### config.mk
export PLATFORM = sky130hd
export DESIGN_NAME = axi_sram_responder
export DESIGN_NICKNAME = d
export VERILOG_FILES = /design/src/rtl/axi_pkg.sv /design/src/rtl/axi_burst_addr_gen.sv /design/src/rtl/axi_sram_responder.sv
export SDC_FILE = /design/constraint.sdc
export NUM_CORES = 1
export LEC_CHECK = 0
export BUFFER_PORTS_ARGS = -buffer_cell sky130_fd_sc_hd__buf_4
export CAP_MARGIN = 20
export CORE_MARGIN = 2
export CORE_UTILIZATION = 47
export CTS_CLUSTER_DIAMETER = 200
export CTS_CLUSTER_SIZE = 28
export DETAILED_ROUTE_END_ITERATION = 7
export PLACE_DENSITY_LB_ADDON = 0.05
export SYNTH_ARGS = -nofsm -noshare
export SYNTH_HDL_FRONTEND = slang
export SYNTH_HIERARCHICAL = 1
export SYNTH_SLANG_ARGS = --single-unit
### constraint.sdc
create_clock -name aclk -period 3.4 [get_ports aclk]
set_input_delay 0.51 -clock aclk [delete_from_list [all_inputs] [get_ports aclk]]
set_output_delay 0.51 -clock aclk [all_outputs]
set_load 0.01 [all_outputs]
### src/rtl/axi_pkg.sv
// axi_pkg: burst/response codes, FSM states and address context shared by the AXI SRAM responder.
package axi_pkg;
  localparam logic [1:0] BURST_FIXED = 2'b00;
  localparam logic [1:0] BURST_INCR = 2'b01;
  localparam logic [1:0] BURST_WRAP = 2'b10;
  localparam logic [1:0] RESP_OKAY = 2'b00;
  localparam logic [1:0] RESP_SLVERR = 2'b10;
  typedef enum logic [2:0] {IDLE, RD_REQ, RD_DATA, WR_DATA, WR_RESP} state_t;
  typedef struct packed {
    logic [3:0] id;
    logic [31:0] addr;
    logic [3:0] len;
    logic [1:0] burst;
  } axi_addr_ctx_t;
endpackage

### src/rtl/axi_burst_addr_gen.sv
// axi_burst_addr_gen: next beat address for FIXED/INCR/WRAP bursts; illegal WRAP lengths and type 11 act as INCR.
module axi_burst_addr_gen
  import axi_pkg::*;
(
  input axi_addr_ctx_t ctx,
  input logic [31:0] addr,
  output logic [31:0] next_addr
);
  logic [31:0] inc, mask;
  logic wrap;
  always_comb begin
    inc = addr + 32'd4;
    mask = {26'd0, ctx.len, 2'b11};
    wrap = ctx.burst == BURST_WRAP && ctx.len inside {4'd1, 4'd3, 4'd7, 4'd15};
    next_addr = ctx.burst == BURST_FIXED ? addr : wrap ? (addr & ~mask) | (inc & mask) : inc;
  end
endmodule

### src/rtl/axi_sram_responder.sv
// axi_sram_responder: AXI3 slave serving one burst at a time from a 1-cycle-latency word SRAM.
// Define AXI_RESP_ERR_EN to answer SLVERR for out-of-range addresses and non-word sizes.
module axi_sram_responder
  import axi_pkg::*;
#(
  parameter int ADDR_W = 16,
  parameter bit RESET_PRIO_RD = 1'b1
) (
  input logic aclk,
  input logic areset,
  input logic [3:0] arid,
  input logic [31:0] araddr,
  input logic [3:0] arlen,
  input logic [2:0] arsize,
  input logic [1:0] arburst,
  input logic [1:0] arlock,
  input logic [3:0] arcache,
  input logic [2:0] arprot,
  input logic arvalid,
  output logic arready,
  output logic [3:0] rid,
  output logic [31:0] rdata,
  output logic [1:0] rresp,
  output logic rlast,
  output logic rvalid,
  input logic rready,
  input logic [3:0] awid,
  input logic [31:0] awaddr,
  input logic [3:0] awlen,
  input logic [2:0] awsize,
  input logic [1:0] awburst,
  input logic [1:0] awlock,
  input logic [3:0] awcache,
  input logic [2:0] awprot,
  input logic awvalid,
  output logic awready,
  input logic [3:0] wid,
  input logic [31:0] wdata,
  input logic [3:0] wstrb,
  input logic wlast,
  input logic wvalid,
  output logic wready,
  output logic [3:0] bid,
  output logic [1:0] bresp,
  output logic bvalid,
  input logic bready,
  output logic sram_en,
  output logic [3:0] sram_wen,
  output logic [ADDR_W-1:0] sram_addr,
  output logic [31:0] sram_wdata,
  input logic [31:0] sram_rdata
);
  state_t state;
  axi_addr_ctx_t ctx;
  logic [3:0] cnt;
  logic [31:0] rdata_q, next_addr;
  logic prio_rd, rd_fresh, wr_err, beat_err, ar_win, aw_win, last, unused;

  axi_burst_addr_gen u_addr_gen (.ctx(ctx), .addr(ctx.addr), .next_addr(next_addr));

`ifdef AXI_RESP_ERR_EN
  logic size_bad;
  assign beat_err = size_bad || |ctx.addr[31:ADDR_W];
  always_ff @(posedge aclk or posedge areset)
    if (areset) size_bad <= 1'b0;
    else if (arready) size_bad <= arsize != 3'b010;
    else if (awready) size_bad <= awsize != 3'b010;
`else
  assign beat_err = 1'b0;
`endif

  assign ar_win = arvalid && (!awvalid || prio_rd);
  assign aw_win = awvalid && (!arvalid || !prio_rd);
  assign arready = state == IDLE && ar_win;
  assign awready = state == IDLE && aw_win;
  assign last = cnt == ctx.len;
  assign rvalid = state == RD_DATA;
  assign rlast = rvalid && last;
  assign rid = ctx.id;
  assign rresp = rvalid && beat_err ? RESP_SLVERR : RESP_OKAY;
  // SRAM data is valid only in the first RD_DATA cycle; afterwards the captured copy is held.
  assign rdata = rd_fresh ? (beat_err ? 32'd0 : sram_rdata) : rdata_q;
  assign wready = state == WR_DATA;
  assign bvalid = state == WR_RESP;
  assign bid = ctx.id;
  assign bresp = bvalid && wr_err ? RESP_SLVERR : RESP_OKAY;
  assign sram_en = !beat_err && (state == RD_REQ || (wready && wvalid));
  assign sram_wen = sram_en && wready ? wstrb : 4'd0;
  assign sram_addr = {ctx.addr[ADDR_W-1:2], 2'b00};
  assign sram_wdata = wdata;
  assign unused = ^{arlock, arcache, arprot, arsize, awlock, awcache, awprot, awsize, wid, wlast};

  always_ff @(posedge aclk or posedge areset)
    if (areset) begin
      state <= IDLE;
      ctx <= '0;
      cnt <= '0;
      prio_rd <= RESET_PRIO_RD;
      rd_fresh <= 1'b0;
      rdata_q <= '0;
      wr_err <= 1'b0;
    end else begin
      rd_fresh <= state == RD_REQ;
      if (rvalid) rdata_q <= rdata;
      case (state)
        IDLE: if (ar_win || aw_win) begin
          ctx <= ar_win ? '{arid, araddr, arlen, arburst} : '{awid, awaddr, awlen, awburst};
          cnt <= '0;
          wr_err <= 1'b0;
          prio_rd <= !prio_rd;
          state <= ar_win ? RD_REQ : WR_DATA;
        end
        RD_REQ: state <= RD_DATA;
        RD_DATA: if (rready) begin
          state <= last ? IDLE : RD_REQ;
          if (!last) begin
            cnt <= cnt + 4'd1;
            ctx.addr <= next_addr;
          end
        end
        WR_DATA: if (wvalid) begin
          wr_err <= wr_err || beat_err;
          state <= last ? WR_RESP : WR_DATA;
          if (!last) begin
            cnt <= cnt + 4'd1;
            ctx.addr <= next_addr;
          end
        end
        WR_RESP: if (bready) state <= IDLE;
        default: state <= IDLE;
      endcase
    end
endmodule

### After elaboration in Yosys (flattened, before gate mapping)

Cells that the tools add are included.

* logic and storage cells: 74
* bits in registers: 83
* bits of input ports: 188
* output and inout port bits: 103

* reduce and logical (&&, ||, !) cells: 22
* multiplexer cells: 23
* bitwise gates (word level): 4
* equality and inequality tests: 14
* $add $sub $neg: 2

Operator list (count)
* $mux W32: 6
* $pmux W32 S3: 1
* $mux W42: 1
* $mux W38: 1
* $add A32 B3 Y32 const B: 1
* $and A32 B32 Y32: 1
* $and A32 B6 Y32: 1
* $not A6 Y32: 1
* $or A32 B32 Y32: 1
* $mux W4: 5
* $mux W3: 5
* $pmux W3 S5: 1
* $pmux W4 S3: 1
* $logic_and A1 B1 Y1: 8
* $reduce_and A4 Y1: 2
* $eq A3 B2 Y1 const B: 2
* $ne A2 B1 Y1 const B: 3
* $add A4 B1 Y4 const B: 1
* $eq A4 B1 Y1 const B: 1
* $eq A4 B2 Y1 const B: 1
* $eq A4 B3 Y1 const B: 1
* $eq A4 B4 Y1: 1
* $eq A4 B4 Y1 const B: 1
* $logic_or A1 B1 Y1: 4
* 12 further kinds: 14

### Logic depth before layout (Yosys ltp)

Gate-level depths: netlist (run 1).

* depth after elaboration: 8
* mapped depth: 9
* gate-level depth less buffers: 8

### Cells and area by module

The synthesis (run 1) kept the hierarchy.

Modules (own cells, without submodules)
* axi_sram_responder: seq. area each 2078.2 µm², cells an instance 455, area each 5031.1 µm², times used 1
* axi_burst_addr_gen: seq. area each 0.0 µm², cells an instance 109, area each 718.2 µm², times used 1

### Worst setup path after synthesis (run 1)

OpenSTA, ideal clock, no wires.

* kind: input port to output port
* start: input port arvalid
* end: output port awready
* arrival: 1.503 ns
* cell stages on the path: 4
* slack: 1.387 ns
* cell sequence: buf_2 -> a21boi_1 -> clkbuf_1 -> nor2b_1

* word-level cells in the longest chain between the ends: 4

Ends and longest elaborated chain
* start, declared: RTL line axi_sram_responder.sv:19 `input logic arvalid,`
* $logic_not A1 Y1: RTL line axi_sram_responder.sv:73 `assign aw_win = awvalid && (!arvalid || !prio_rd);`
* $logic_or A1 B1 Y1: RTL line axi_sram_responder.sv:73
* $logic_and A1 B1 Y1: RTL line axi_sram_responder.sv:73
* $logic_and A1 B1 Y1: RTL line axi_sram_responder.sv:75 `assign awready = state == IDLE && aw_win;`
* end, declared: RTL line axi_sram_responder.sv:36 `output logic awready,`

No other way between the ends.

### Worst setup path in the final report (run 1)

* start: register rd_fresh
* end: output port rdata[1]

* word-level cells in the longest chain between the ends: 1

Ends and longest elaborated chain
* start, declared: RTL line axi_sram_responder.sv:57 `logic prio_rd, rd_fresh, wr_err, beat_err, ar_win, aw_win, last, unused;`
* start signal, assigned: RTL line axi_sram_responder.sv:99 `rd_fresh <= 1'b0;`
* start signal, assigned: RTL line axi_sram_responder.sv:103 `rd_fresh <= state == RD_REQ;`
* $mux W32: RTL line axi_sram_responder.sv:82 `assign rdata = rd_fresh ? (beat_err ? 32'd0 : sram_rdata) : rdata_q;`
* end, declared: RTL line axi_sram_responder.sv:22 `output logic [31:0] rdata,`

No other way between the ends.

==> out/results.tsv, run 1 <==
stage	metric	value	unit
power_and_ir_drop	total_power	5280	µW
drt	ant_nets	0	
layout	area_delta_synth_final	23.9	%
flow_run	cap_violations	0	
timing	drv_slew	0	
setup_path	crit_type	flip-flop to primary output	
timing	period_share	0.719	
setup_path	critPathRequiredTime	2.89	ns
global_route	antenna_found_initial	0	
layout	instances_no_fill	618	
clock_tree	cts.sinks	65	
min_path	worstHoldPathType	input port to asynchronous set/reset pin	
yosys	synth_warnings	6	
placed_design	port_buffers	155	
power_and_ir_drop	power_density	985	mW/mm²
setup_path	cpMaxStageDelayCell	dfrtp_1	
layout	nets	692	
clock_tree	clk_path_buf_depth	2	
timing	setup_viol	0	
power_and_ir_drop	ir_drop	437	µV
placed_design	place_inst	602	
yosys	syn_area	0.00432	mm²
die	core_area	0.00906	mm²
drt	wl_per_cell	15.4	µm
timing	slew_headroom	0.407	
clock_tree	cts_resized	0	
die	fp.dieW	99.9	µm
timing	worst_pin_slew	0.889	ns
clock_tree	hold_buffers	0	
timing	finClkSkew	0.00789	ns
setup_path	worst_path_most_repeated_cell	buf_4	
setup_path	reg2reg_depth	5	
setup_path	path_max_fanout	21	
timing	fmax	409	MHz
clock_tree	clkLatencyLatePin	0.34	ns
drt	viasPerCell	5.16	
layout	nFillCells	793	
clock_tree	numCtsBuffers	9	
clock_tree	h-tree-depth	3	
die	start_util	0.477	
drt	dr_total_vias	3186	
power_and_ir_drop	leakage	0.00258	µW
clock_tree	cts_tree	yes	
yosys	syn_area_per_cell	10.5	µm²
timing	whs	0.361	ns
die	dieArea	0.00998	mm²
timing	fin_tns_setup	0	ns
setup_path	end_kind	primary output	
setup_path	path_cells	buf_4, mux2_2, buf_4	
global_route	grt_max_degree	42	
run_status	status	finished, final reports clean	
global_route	grtUsageTotal	0.193	
drt	drc	0	
placed_design	dpl.hpwl	7.21	mm
timing	rsz0062_at_grt	no	
die	die_h	99.9	µm
placed_design	pre_cts_ws	0.882	ns
clock_tree	postCtsSetupBuffers	0	
layout	drive_gt1_frac	0.531	
timing	fin_crit	2.44	ns
die	ioPinCount	291	
clock_tree	cts_root_buf	clkbuf_8	
clock_tree	clkTransAtPathRegs	0.08	ns
die	row_count	35	
setup_path	cp-start-kind	flip-flop	
drt	finalWirelength	9.54	mm
layout	n_antenna_cell	0	
global_route	grt_pass1_vias	3106	
yosys	synth_cells	410	
drt	drt_iter0_markers	114	
drt	drtPass1Iterations	4	
global_route	grt_pass1_wl	15.4	mm
setup_path	max_stage_delay	0.67	ns
timing	hold_viol_final	0	
setup_path	worst_ep_arrival_time	1.93	ns
placed_design	place_congestion	0.780	
global_route	grt-ovfl-total	0	
timing	setup_ws	0.956	ns
-- worst max-delay path, delay by kind of cell (launching register included) --
| family | cells | cell delay [ns] |
|---|---|---|
| buffers and inverters | 2 | 0.52 |
| multiplexers | 1 | 0.40 |
| flip-flops | 1 | 0.67 |
-- worst paths after layout --
check,startpoint,end,slack (ns)
max,rd_fresh,rdata[1],0.96
min reg2reg,prio_rd,prio_rd,0.50
min,areset,sram_addr[12],0.36
min in group aclk,wvalid,state[0],0.42
max reg2reg,state[0],sram_addr[4],1.04
max in group asynchronous,areset,rdata_q[11],2.16
-- stage by stage --
stage | instance area (µm²) | util
3_5_place_dp | 5130 | 0.566
4_1_cts | 5360 | 0.591
6_report | 5360 | 0.591
2_1_floorplan | 4340 | -
5_1_grt | 5360 | 0.591
3_3_place_gp | 5130 | 0.566
-- cell usage in the layout, fill, tap and decap left out, types with 3 or more instances in the layout --
cell	count
clkbuf_8	9
nand3_1	4
mux2i_1	12
inv_6	3
and3_1	7
nor2_1	9
a21oi_1	3
mux2_2	67
buf_4	163
conb_1	6
nand4_1	4
inv_1	5
xnor2_1	16
nand2_1	33
o21ai_0	25
dfrtp_1	64
nor3_1	4
nand2b_1	6
a32oi_1	14
mux2_4	14
-- area by class of cell --
class / count / area, µm² / area share
Inverter: 6 / 22.5 / 0.00420
Clock inverter: 7 / 100 / 0.0187
Timing Repair Buffer: 163 / 1220 / 0.228
Multi-Input combinational cell: 257 / 2120 / 0.396
Clock buffer: 9 / 124 / 0.0231
Tap cell: 111 / 139 / 0.0259
Sequential cell: 65 / 1630 / 0.304
-- power breakdown --
part           leakage, µW  internal, µW  switching (µW)
Combinational      0.00167          1720            1290
Clock             0.000115           420             321
Sequential        0.000799          1170             358
-- registers in the layout, summed over array words and instances (netlist names) --
| name | cells |
|---|---|
| cnt | 4 |
| rd_fresh | 1 |
| prio_rd | 1 |
| bid | 4 |
| sram_addr | 14 |
| ctx | 6 |
| rdata_q | 32 |
| state | 3 |
-- routing by layer --
| layer | global-route usage | wire (µm) | part of all wire | up-vias |
|---|---|---|---|---|
| met5 | 0 | 0 | 0 | - |
| met3 | 0.0425 | 673 | 0.071 | 24 |
| met4 | 0.0653 | 165 | 0.017 | 0 |
| li1 | - | - | - | 1565 |
| met2 | 0.309 | 4520 | 0.47 | 122 |
| met1 | 0.260 | 4180 | 0.44 | 1475 |
Note: power is estimated with default switching activity, not from simulation.
==> inputs of run 2 (changes only) <==
clock period = 2.29 ns   (was 3.4 ns; I/O delays follow)
==> run 2 against run 1 <==
  * Sequential share of layout area fell by 0.17 points
  * Power rose by 47%
  * Register-to-register slack got worse by 0.83 ns
  * Critical path depth rose by 1
  * Via count rose by 1.9%
  * Count of clock-buffer cells in the layout rose by 2
  * Design area rose by 0.56%
  * Critical endpoint is now cnt[0]
  * Highest routed layer unchanged
==> out/results.tsv, run 2 (synthesis gave the netlist of run 1 again) <==
stage	metric	value	unit	change
run_status	status	finished, final reports clean		unchanged
drt	drc	0		unchanged
timing	slew_headroom	0.424		was 0.407
drt	finalWirelength	9.44	mm	was 9.54 mm
die	die_h	99.9	µm	unchanged
layout	nets	698		was 692
global_route	grt_pass1_wl	14.9	mm	was 15.4 mm
drt	drt_iter0_markers	67		was 114
clock_tree	clkTransAtPathRegs	0.06	ns	was 0.08 ns
layout	multiInputGateArea	0.00212	mm²	unchanged
layout	nFillCells	767		was 793
drt	dr_total_vias	3245		was 3186
clock_tree	cts.sinks	65		unchanged
clock_tree	hold_buffers	0		unchanged
setup_path	path_cells	xnor2_1, nand4_1, a21boi_4, mux2_2		was buf_4, mux2_2, buf_4
setup_path	cp-start-kind	flip-flop		unchanged
setup_path	path_max_fanout	17		was 21
timing	rsz0062_at_grt	no		unchanged
clock_tree	cts_root_buf	clkbuf_8		unchanged
clock_tree	clk_path_buf_depth	2		unchanged
layout	final_cell_mix	buf_4, mux2_2, dfrtp_1		unchanged
clock_tree	cts_tree	yes		unchanged
placed_design	place_congestion	0.825		was 0.780
global_route	met3_usage	0.0439		was 0.0425
setup_path	critPathRequiredTime	2.51	ns	was 2.89 ns
layout	regArea	0.00163	mm²	unchanged
global_route	antenna_found_initial	0		unchanged
die	fp.dieW	99.9	µm	unchanged
placed_design	placed_cell_area	0.00520	mm²	was 0.00513 mm²
global_route	grt_max_degree	44		was 42
clock_tree	cts_resized	0		unchanged
die	row_count	35		unchanged
layout	drive_gt1_frac	0.532		was 0.531
setup_path	worst_ep_arrival_time	2.30	ns	was 1.93 ns
timing	fmax	482	MHz	
flow_run	cap_violations	0		unchanged
setup_path	critPathBufInv	0		was 2
drt	ant_nets	0		unchanged
clock_tree	postCtsSetupBuffers	0		unchanged
drt	drtPass1Iterations	4		unchanged
timing	drv_slew	0		unchanged
timing	finClkSkew	0.00749	ns	was 0.00789 ns
timing	fin_tns_setup	0	ns	unchanged
layout	final_common_cell	buf_4		unchanged
timing	fin_crit	2.08	ns	
setup_path	cpMaxStageDelayCell	a21boi_4		was dfrtp_1
global_route	top_usage_layer	met2		unchanged
die	ioPinCount	291		unchanged
setup_path	end_kind	flip-flop		was primary output
global_route	grt-ovfl-total	0		unchanged
global_route	grt_use_met2	0.307		was 0.309
timing	hold_viol_final	0		unchanged
layout	area_delta_synth_final	24.6	%	was 23.9%
layout	largest_reg_flops	32		unchanged
timing	period_share	0.907		
timing	setup_viol	0		unchanged
clock_tree	numCtsBuffers	9		unchanged
global_route	grtUsageMet1	0.240		was 0.260
drt	viasPerCell	5.22		was 5.16
layout	fin_area	0.00539	mm²	was 0.00536 mm²
global_route	grt_pass1_vias	3091		was 3106
setup_path	max_stage_delay	0.74	ns	was 0.67 ns
timing	worst_pin_slew	0.862	ns	was 0.889 ns
setup_path	cpLargestDelayFamily	compound AO/OA/AOI/OAI gates		was flip-flops
drt	wl_per_cell	15.2	µm	was 15.4 µm
placed_design	port_buffers	155		unchanged
power_and_ir_drop	ir_drop	535	µV	was 437 µV
global_route	grtUsageTotal	0.188		was 0.193
die	start_util	0.477		unchanged
die	dieArea	0.00998	mm²	unchanged
placed_design	dpl.hpwl	7.15	mm	was 7.21 mm
setup_path	crit_type	flip-flop to flip-flop		was flip-flop to primary output
layout	n_antenna_cell	0		unchanged
clock_tree	h-tree-depth	3		unchanged
clock_tree	clkLatencyLatePin	0.34	ns	about the same
layout	regMostFlops	rdata_q		unchanged
power_and_ir_drop	power_density	1440	mW/mm²	was 985 mW/mm²
power_and_ir_drop	leakage	0.00259	µW	was 0.00258 µW
min_path	worstHoldPathType	input port to asynchronous set/reset pin		unchanged
die	core_area	0.00906	mm²	unchanged
run 2: layout make-up:
cell class / count / share of cell area
clock buffers: 11 / 0.0262
clock inverters: 3 / 0.00790
inverters: 6 / 0.00418
multi-input cells: 257 / 0.393
flip-flops and latches: 65 / 0.302
well taps: 111 / 0.0258
repair buffers: 169 / 0.240
run 2: worst register-to-register path: cells and delay by family (launching register included):
family           cells  cell delay (ns)
AO/OA/AOI/OAI        1             0.74
XOR/XNOR             1             0.17
AND/OR/NAND/NOR      1             0.20
flip-flops           1             0.44
multiplexers         1             0.41
run 2: power breakdown:
part | switching (µW) | internal (µW) | leakage (µW)
Sequential | 484 | 1740 | 0.000799
Clock | 417 | 519 | 0.0000913
Combinational | 1970 | 2640 | 0.00170
run 2: layer usage:
layer	wire [µm]	up-vias
met4	187	0
met3	692	27
met2	4480	125
met5	0	-
li1	-	1583
met1	4080	1510
run 2: path summary, 6_finish.rpt:
kind | start | to | slack (ns) | cells past startpoint
setup / recovery | ctx[4] | cnt[0] | 0.21 | 4
hold / removal | areset | rdata_q[24] | 0.04 | 2
setup reg to reg | ctx[4] | cnt[0] | 0.21 | 4
hold reg to reg | prio_rd | prio_rd | 0.50 | 1
max in group asynchronous | areset | prio_rd | 1.58 | 3
min in group aclk | wvalid | state[0] | 0.27 | 2
run 2: through the flow:
stage	total power [µW]	worst slack [ns]	hold slack, ns	std cells	utilization
floorplan	5580	0.322	0.452	415	-
CTS	7860	0.221	0.0497	622	0.594
global placement	6790	0.243	0.413	608	0.574
finish	7770	0.213	0.0422	622	0.594
global route	8350	0.119	0.0907	622	0.594
detailed placement	6910	0.234	0.417	608	0.574
